### src/rtl/jk_excite_driver_if.sv
// rtl/jk_excite_driver_if.sv - handshake and JK drive bundle between controller and bank
interface jk_excite_driver_if #(
    parameter int WIDTH = 4
);
    logic             start;
    logic [WIDTH-1:0] target;
    logic [WIDTH-1:0] q_fb;
    logic [WIDTH-1:0] j;
    logic [WIDTH-1:0] k;
    logic             busy;
    logic             done;
    logic             err;

    modport master (
        output start,
        output target,
        output q_fb,
        input  j,
        input  k,
        input  busy,
        input  done,
        input  err
    );

    modport slave (
        input  start,
        input  target,
        input  q_fb,
        output j,
        output k,
        output busy,
        output done,
        output err
    );
endinterface

### src/rtl/jk_excite_driver.sv
// rtl/jk_excite_driver.sv - drives a JK flip-flop bank to a target value with compare and bounded retry
// Optional JK_TOGGLE_EXCITE_EN selects toggle-style excitation instead of set/reset drive.
module jk_excite_driver #(
    parameter int WIDTH     = 4,
    parameter int MAX_RETRY = 2
) (
    input logic               clk,
    input logic               clr,
    jk_excite_driver_if.slave bus
);
    typedef enum logic [1:0] {
        IDLE  = 2'd0,
        APPLY = 2'd1,
        HOLD  = 2'd2,
        CHECK = 2'd3
    } state_t;

    state_t           state;
    logic [WIDTH-1:0] tgt_r;
    logic [WIDTH-1:0] j_r;
    logic [WIDTH-1:0] k_r;
    logic [2:0]       retry;
    logic             busy_r;
    logic             done_r;
    logic             err_r;

    logic [WIDTH-1:0] load_tgt;
    logic [WIDTH-1:0] load_j;
    logic [WIDTH-1:0] load_k;
    logic             match;

    // On the accepting edge tgt_r is not yet valid, so excite from the live target.
    assign load_tgt = (state == IDLE) ? bus.target : tgt_r;
    assign match    = (bus.q_fb == tgt_r);

`ifdef JK_TOGGLE_EXCITE_EN
    assign load_j = bus.q_fb ^ load_tgt;
    assign load_k = bus.q_fb ^ load_tgt;
`else
    assign load_j = load_tgt;
    assign load_k = ~load_tgt;
`endif

    always_ff @(posedge clk or negedge clr) begin
        if (!clr) begin
            state  <= IDLE;
            tgt_r  <= '0;
            j_r    <= '0;
            k_r    <= '0;
            retry  <= 3'd0;
            busy_r <= 1'b0;
            done_r <= 1'b0;
            err_r  <= 1'b0;
        end else begin
            // Drive is a single-cycle pulse; default everything back to quiet.
            j_r    <= '0;
            k_r    <= '0;
            done_r <= 1'b0;
            case (state)
                IDLE: begin
                    if (bus.start) begin
                        tgt_r  <= bus.target;
                        err_r  <= 1'b0;
                        retry  <= 3'd0;
                        j_r    <= load_j;
                        k_r    <= load_k;
                        busy_r <= 1'b1;
                        state  <= APPLY;
                    end
                end
                APPLY: begin
                    state <= HOLD;
                end
                HOLD: begin
                    state <= CHECK;
                end
                CHECK: begin
                    if (match) begin
                        done_r <= 1'b1;
                        busy_r <= 1'b0;
                        state  <= IDLE;
                    end else if (retry < 3'(MAX_RETRY)) begin
                        retry <= retry + 3'd1;
                        j_r   <= load_j;
                        k_r   <= load_k;
                        state <= APPLY;
                    end else begin
                        err_r  <= 1'b1;
                        busy_r <= 1'b0;
                        state  <= IDLE;
                    end
                end
                default: begin
                    busy_r <= 1'b0;
                    state  <= IDLE;
                end
            endcase
        end
    end

    assign bus.j    = j_r;
    assign bus.k    = k_r;
    assign bus.busy = busy_r;
    assign bus.done = done_r;
    assign bus.err  = err_r;
endmodule

### src/flat_wrapper.sv
// flat-port wrapper written by rule: the top's interface ports become plain ports
module jk_excite_driver_flat 
#(
    parameter int WIDTH     = 4,
    parameter int MAX_RETRY = 2
)
  (clk, clr, bus_start, bus_target, bus_q_fb, bus_j, bus_k, bus_busy, bus_done, bus_err);
  jk_excite_driver_if #(.WIDTH(WIDTH)) bus_i ();
  input logic clk;
  input logic clr;
  input wire logic [$bits(bus_i.start)-1:0] bus_start;
  input wire logic [$bits(bus_i.target)-1:0] bus_target;
  input wire logic [$bits(bus_i.q_fb)-1:0] bus_q_fb;
  output wire logic [$bits(bus_i.j)-1:0] bus_j;
  output wire logic [$bits(bus_i.k)-1:0] bus_k;
  output wire logic [$bits(bus_i.busy)-1:0] bus_busy;
  output wire logic [$bits(bus_i.done)-1:0] bus_done;
  output wire logic [$bits(bus_i.err)-1:0] bus_err;
  assign bus_i.start = bus_start;
  assign bus_i.target = bus_target;
  assign bus_i.q_fb = bus_q_fb;
  assign bus_j = bus_i.j;
  assign bus_k = bus_i.k;
  assign bus_busy = bus_i.busy;
  assign bus_done = bus_i.done;
  assign bus_err = bus_i.err;
  jk_excite_driver #(.WIDTH(WIDTH), .MAX_RETRY(MAX_RETRY)) u_core (.clk(clk), .clr(clr), .bus(bus_i));
endmodule
### config.mk
export PLATFORM = sky130hd
export DESIGN_NAME = jk_excite_driver_flat
export DESIGN_NICKNAME = d
export VERILOG_FILES = /design/src/rtl/jk_excite_driver_if.sv /design/src/rtl/jk_excite_driver.sv /design/src/flat_wrapper.sv
export SDC_FILE = /design/constraint.sdc
export NUM_CORES = 1
export LEC_CHECK = 0
export ABC_AREA = 1
export ABC_CLOCK_PERIOD_IN_PS = 1360
export BUFFER_PORTS_ARGS = -buffer_cell sky130_fd_sc_hd__buf_2
export CAP_MARGIN = 10
export CELL_PAD_IN_SITES_DETAIL_PLACEMENT = 1
export CELL_PAD_IN_SITES_GLOBAL_PLACEMENT = 1
export CORE_UTILIZATION = 35
export DETAILED_ROUTE_END_ITERATION = 6
export GPL_TIMING_DRIVEN = 0
export PLACE_DENSITY = 0.72
export SLEW_MARGIN = 20
export SYNTH_ARGS = -nofsm -noshare
export SYNTH_HDL_FRONTEND = slang
export SYNTH_SLANG_ARGS = --single-unit
### constraint.sdc
create_clock -name clk -period 1.36 [get_ports clk]
set_clock_uncertainty 0.05 [all_clocks]
set_input_delay 0.272 -clock clk [delete_from_list [all_inputs] [get_ports clk]]
set_output_delay 0.272 -clock clk [all_outputs]
set_load 0.02 [all_outputs]
==> Flow_metrics.wiki <==
{| class="wikitable"
! Metric !! Value
|-
| Area share of and/or/nand/nor cells after synthesis || 29.7%
|-
| Violations in the final reports || design-rule violations, negative setup slack
|-
| Required time of the critical path || 1520 ps
|-
| Minimum setup slack in the final design || -70.6 ps
|-
| FF-to-FF Start || u_core.state[0]
|-
| Clock Tree Buf Depth || 2
|-
| H-tree levels || 1
|-
| Average routed wire per standard cell || ~15 microns
|-
| Ratio of total power to cell area || 2590 mW/mm^2
|-
| Area of the core || about 0.0028 sq mm
|-
| Setup violation total in the final timing report || 11
|-
| Share of the clock period used by the worst path || 105%
|-
| Reg-to-reg slack, setup || -70 ps
|-
| Clk pwr share || 12.6%
|-
| Cell type group with the largest total delay on the critical path || simple AND/OR/NAND/NOR gates
|-
| Max Fclk || around 0.70 GHz
|-
| Final cell count without fillers || 199
|-
| Top-area cell type share of the netlist area || 47.4%
|-
| Initial DRC Count || 20
|-
| Cell type with the largest total area after synthesis || dfrtp_1
|-
| Critical Setup Path Class || register to register
|-
| Adder and majority gate portion of the synthesized area || 4.74%
|-
| Top library cells by usage in the layout, fill and taps aside || nand2_1 (35), buf_2 (21), dfrtp_1 (19)
|-
| Worst setup SP type || register
|-
| Synthesized area per cell || between 8 and 9 sq um
|-
| Hold Crit Depth || 3
|-
| Cell total after placement || 182
|-
| Clk Latency, worst-skew pair || 310 ps
|-
| Fraction of power spent switching nets || 44.1%
|-
| Net switching power of the design || 1740 uW
|-
| Final wirelength || just under 3000 microns
|-
| Minimum period implied by the final worst setup slack || 1430 ps
|-
| Largest stage delay on the critical path || 450 ps
|-
| Number of core rows || 19
|-
| Clock transition at the registers of the reported paths || 120 ps
|-
| Post-synthesis instance total || 130
|-
| Fraction of synthesized area in multiplexers || 0%
|-
| Main combinational cell family by area after synthesis || simple AND/OR/NAND/NOR gates
|-
| Dpl hpwl || ~1900 microns
|-
| Worst slew slack as a fraction of its limit || between 60 and 70%
|-
| Slowest cell on crit path || dfrtp_2
|-
| Fraction of final layout cells sized beyond drive strength 1 || 44.0%
|-
| Global-route wire length before repair || 4810 microns
|-
| Global router's overall resource usage || 19.8%
|-
| Total via count in the routed design || 1031
|-
| Top-level port count || 22
|-
| Kind of capture point of the worst setup path || register
|-
| Post-synthesis compound-gate area fraction || 9.36%
|-
| Final antenna diode count || 0
|-
| Die Ht || between 50 and 60 microns
|-
| DIE WIDTH || around 57 microns
|-
| Count of buffers inserted at the top-level ports || 21
|-
| Endpoint, Worst Hold || u_core.tgt_r[2]
|-
| Final net count || 184
|-
| CTS Root Buffer Type || clkbuf_4
|-
| Total Die Area || 0.00324 sq mm
|-
| Sequential power share || between 20% and 30%
|-
| Layout area overhead || 44.3%
|-
| Xor-xnor portion of the synthesized cell area || 0.829%
|-
| Routed vias/inst || 5.18
|-
| Number of iterations in the first detailed-routing pass || 6
|-
| DRC || 6
|-
| Overflow left after global routing || 0
|-
| Synthesized flop and latch total || 20
|-
| Register-to-Register Path Depth || 6
|-
| Status || complete, but fails checks
|-
| Sequential cell area fraction in the yosys report || 47.4%
|-
| Arrival time of the worst setup path || 1590 ps
|-
| Standby leakage power || 0.000786 uW
|-
| Maximum VDD drop || 1690 uV
|-
| Initial antenna violation count || 0
|-
| Biggest fanout along the worst timing path || 6
|-
| Sink count of the clock tree || 20
|-
| Largest net degree at the start of global routing || 21
|-
| Endpoint of the worst-slack reg-to-reg timing path || u_core.bus.busy
|-
| Worst slack at placement || -166 ps
|-
| Worst min-delay path category || primary input to register
|-
| Worst Path Buf+Inv || 2
|-
| Number of filler cells placed in the layout || 327
|-
| TritonCTS clock tree || done
|-
| Number of global-route vias before repair || 1030
|-
| Weighted congestion at the end of routability-driven global placement || 0.719
|-
| Most common cell after layout, fill and taps aside || nand2_1
|-
| Netlist cell types || 21
|-
| Number of warnings reported in the yosys synthesis log || 0
|-
| Unrepaired setup endpoints after global routing || yes
|-
| Cell area after technology mapping || between 0.001 and 0.0015 sq mm
|-
| Hold violation count in the final report || 0
|-
| Total clock buffers created by CTS || 3
|-
| Combinational share of power || 63.4%
|-
| Overall power consumption || 3950 uW
|-
| Slew Viols, Final || 0
|-
| Worst-path cell chain || inv_2 > ha_4 > inv_6 > or2_4 > nand4_1 > nand2_1
|-
| Number of nets still failing antenna checks after routing || 0
|-
| Internal power summed over all cells || 2210 uW
|-
| Starting density of the core || 37.6%
|-
| Net count after synthesis || 145
|-
| Count of max-cap constraint violations || 0
|-
| Slew at the pin closest to its max-slew limit || 459 ps
|-
| Most area-consuming cells after synthesis || dfrtp_1 (47%), nand2_1 (14%), inv_1 (5.3%), a21oi_1 (4.7%), ha_1 (4.7%)
|-
| Source of the worst hold timing path || bus_target[2]
|}
sequential cells by signal (all words and copies together), names as in the netlist:
register	cells
u_core.bus.j	4
u_core.bus.k	4
u_core.tgt_r	4
u_core.retry	3
u_core.state	2
u_core.bus.busy	1
u_core.bus.done	1
u_core.bus.err	1
through the flow:
stage	hold slack, ps	setup TNS (ps)	cell area, sq um	util (%)
final	171	-334	1520	54.3
after global routing	180	-1380	1520	54.3
after CTS	156	-270	1410	50.3
after detailed placement	195	-1860	1210	43.2
after global placement	198	-1110	1210	43.2
after floorplan	-73.6	0	1070	-
worst min-delay path: cells and delay by family:
kind | cells | cell delay [ps]
buf+inv | 1 | 90
simple gates | 1 | 60
compound gates | 1 | 80
cells in the mapped netlist:
cell / number
nand2_1: 38
dfrtp_1: 20
inv_1: 15
a21oi_1: 10
o21ai_0: 7
nand3_1: 6
nor2_1: 6
nand4_1: 5
ha_1: 4
inv_2: 3
nand3b_1: 3
nand2_2: 2
nand3_2: 2
or2_0: 2
buf_2: 1
buf_6: 1
nor2_4: 1
o21ai_1: 1
o21ai_2: 1
or2_4: 1
xnor2_1: 1
how the worst max path moves through the flow:
stage | start | to | slack [ps] | cells after the start
after floorplan | u_core.state[0] | u_core.state[0] | 10 | 7
final | u_core.state[0] | u_core.bus.busy | -70 | 6
after global routing | u_core.state[1] | u_core.bus.k[3] | -130 | 7
after detailed placement | u_core.state[0] | u_core.bus.busy | -170 | 6
after global placement | u_core.state[0] | u_core.bus.busy | -130 | 6
after CTS | u_core.state[1] | u_core.bus.busy | -70 | 7
kinds of logic (layout without fill, tap and decap cells):
kind of cell | count (synthesis) | in the layout
DFF | 20 | 20
adders and majority gates | 4 | 4
buffers and inverters | 20 | 58
AOI/OAI and AO/OA | 19 | 19
and+or+nand+nor | 66 | 66
xor gates and xnor gates | 1 | 1
power by group through the flow:
stage	combinational (uW)	clock [uW]	sequential, uW
2_1_floorplan	1040	0	1070
3_3_place_gp	1560	0	933
3_5_place_dp	1620	0	950
4_1_cts	2060	503	941
5_1_grt	2740	532	970
6_report	2500	497	947
layer usage:
layer | routed length, microns | track usage (%) | up-vias | part of all wire, %
met5 | 0 | 0 | - | 0
met4 | 31 | 5.23 | 0 | 1.0
met3 | 94 | 4.31 | 4 | 3.2
met2 | 1590 | 36.5 | 19 | 53
met1 | 1260 | 23.3 | 510 | 42
li1 | - | - | 498 | -
final cells by class:
class | count | area [sq um] | area share (%)
multi-input combinational | 90 | 593 | 38.9
sequential | 20 | 502 | 32.9
timing repair buffer | 36 | 260 | 17.1
inverter | 18 | 77.6 | 5.09
tap | 31 | 38.8 | 2.55
clock inverter | 1 | 30.0 | 1.97
clock buffer | 3 | 22.5 | 1.48
what timing repair did:
item / 4_1_cts / 5_1_grt
endpoints found under the setup margin: 19 / 20
hold endpoints to repair: 20 / 0
hold buffers: 1 / 0
gates resized for setup: 19 / 25
pin swaps: 3 / 15
setup buffers: 10 / 4
Power figures use the tool's default switching activity.
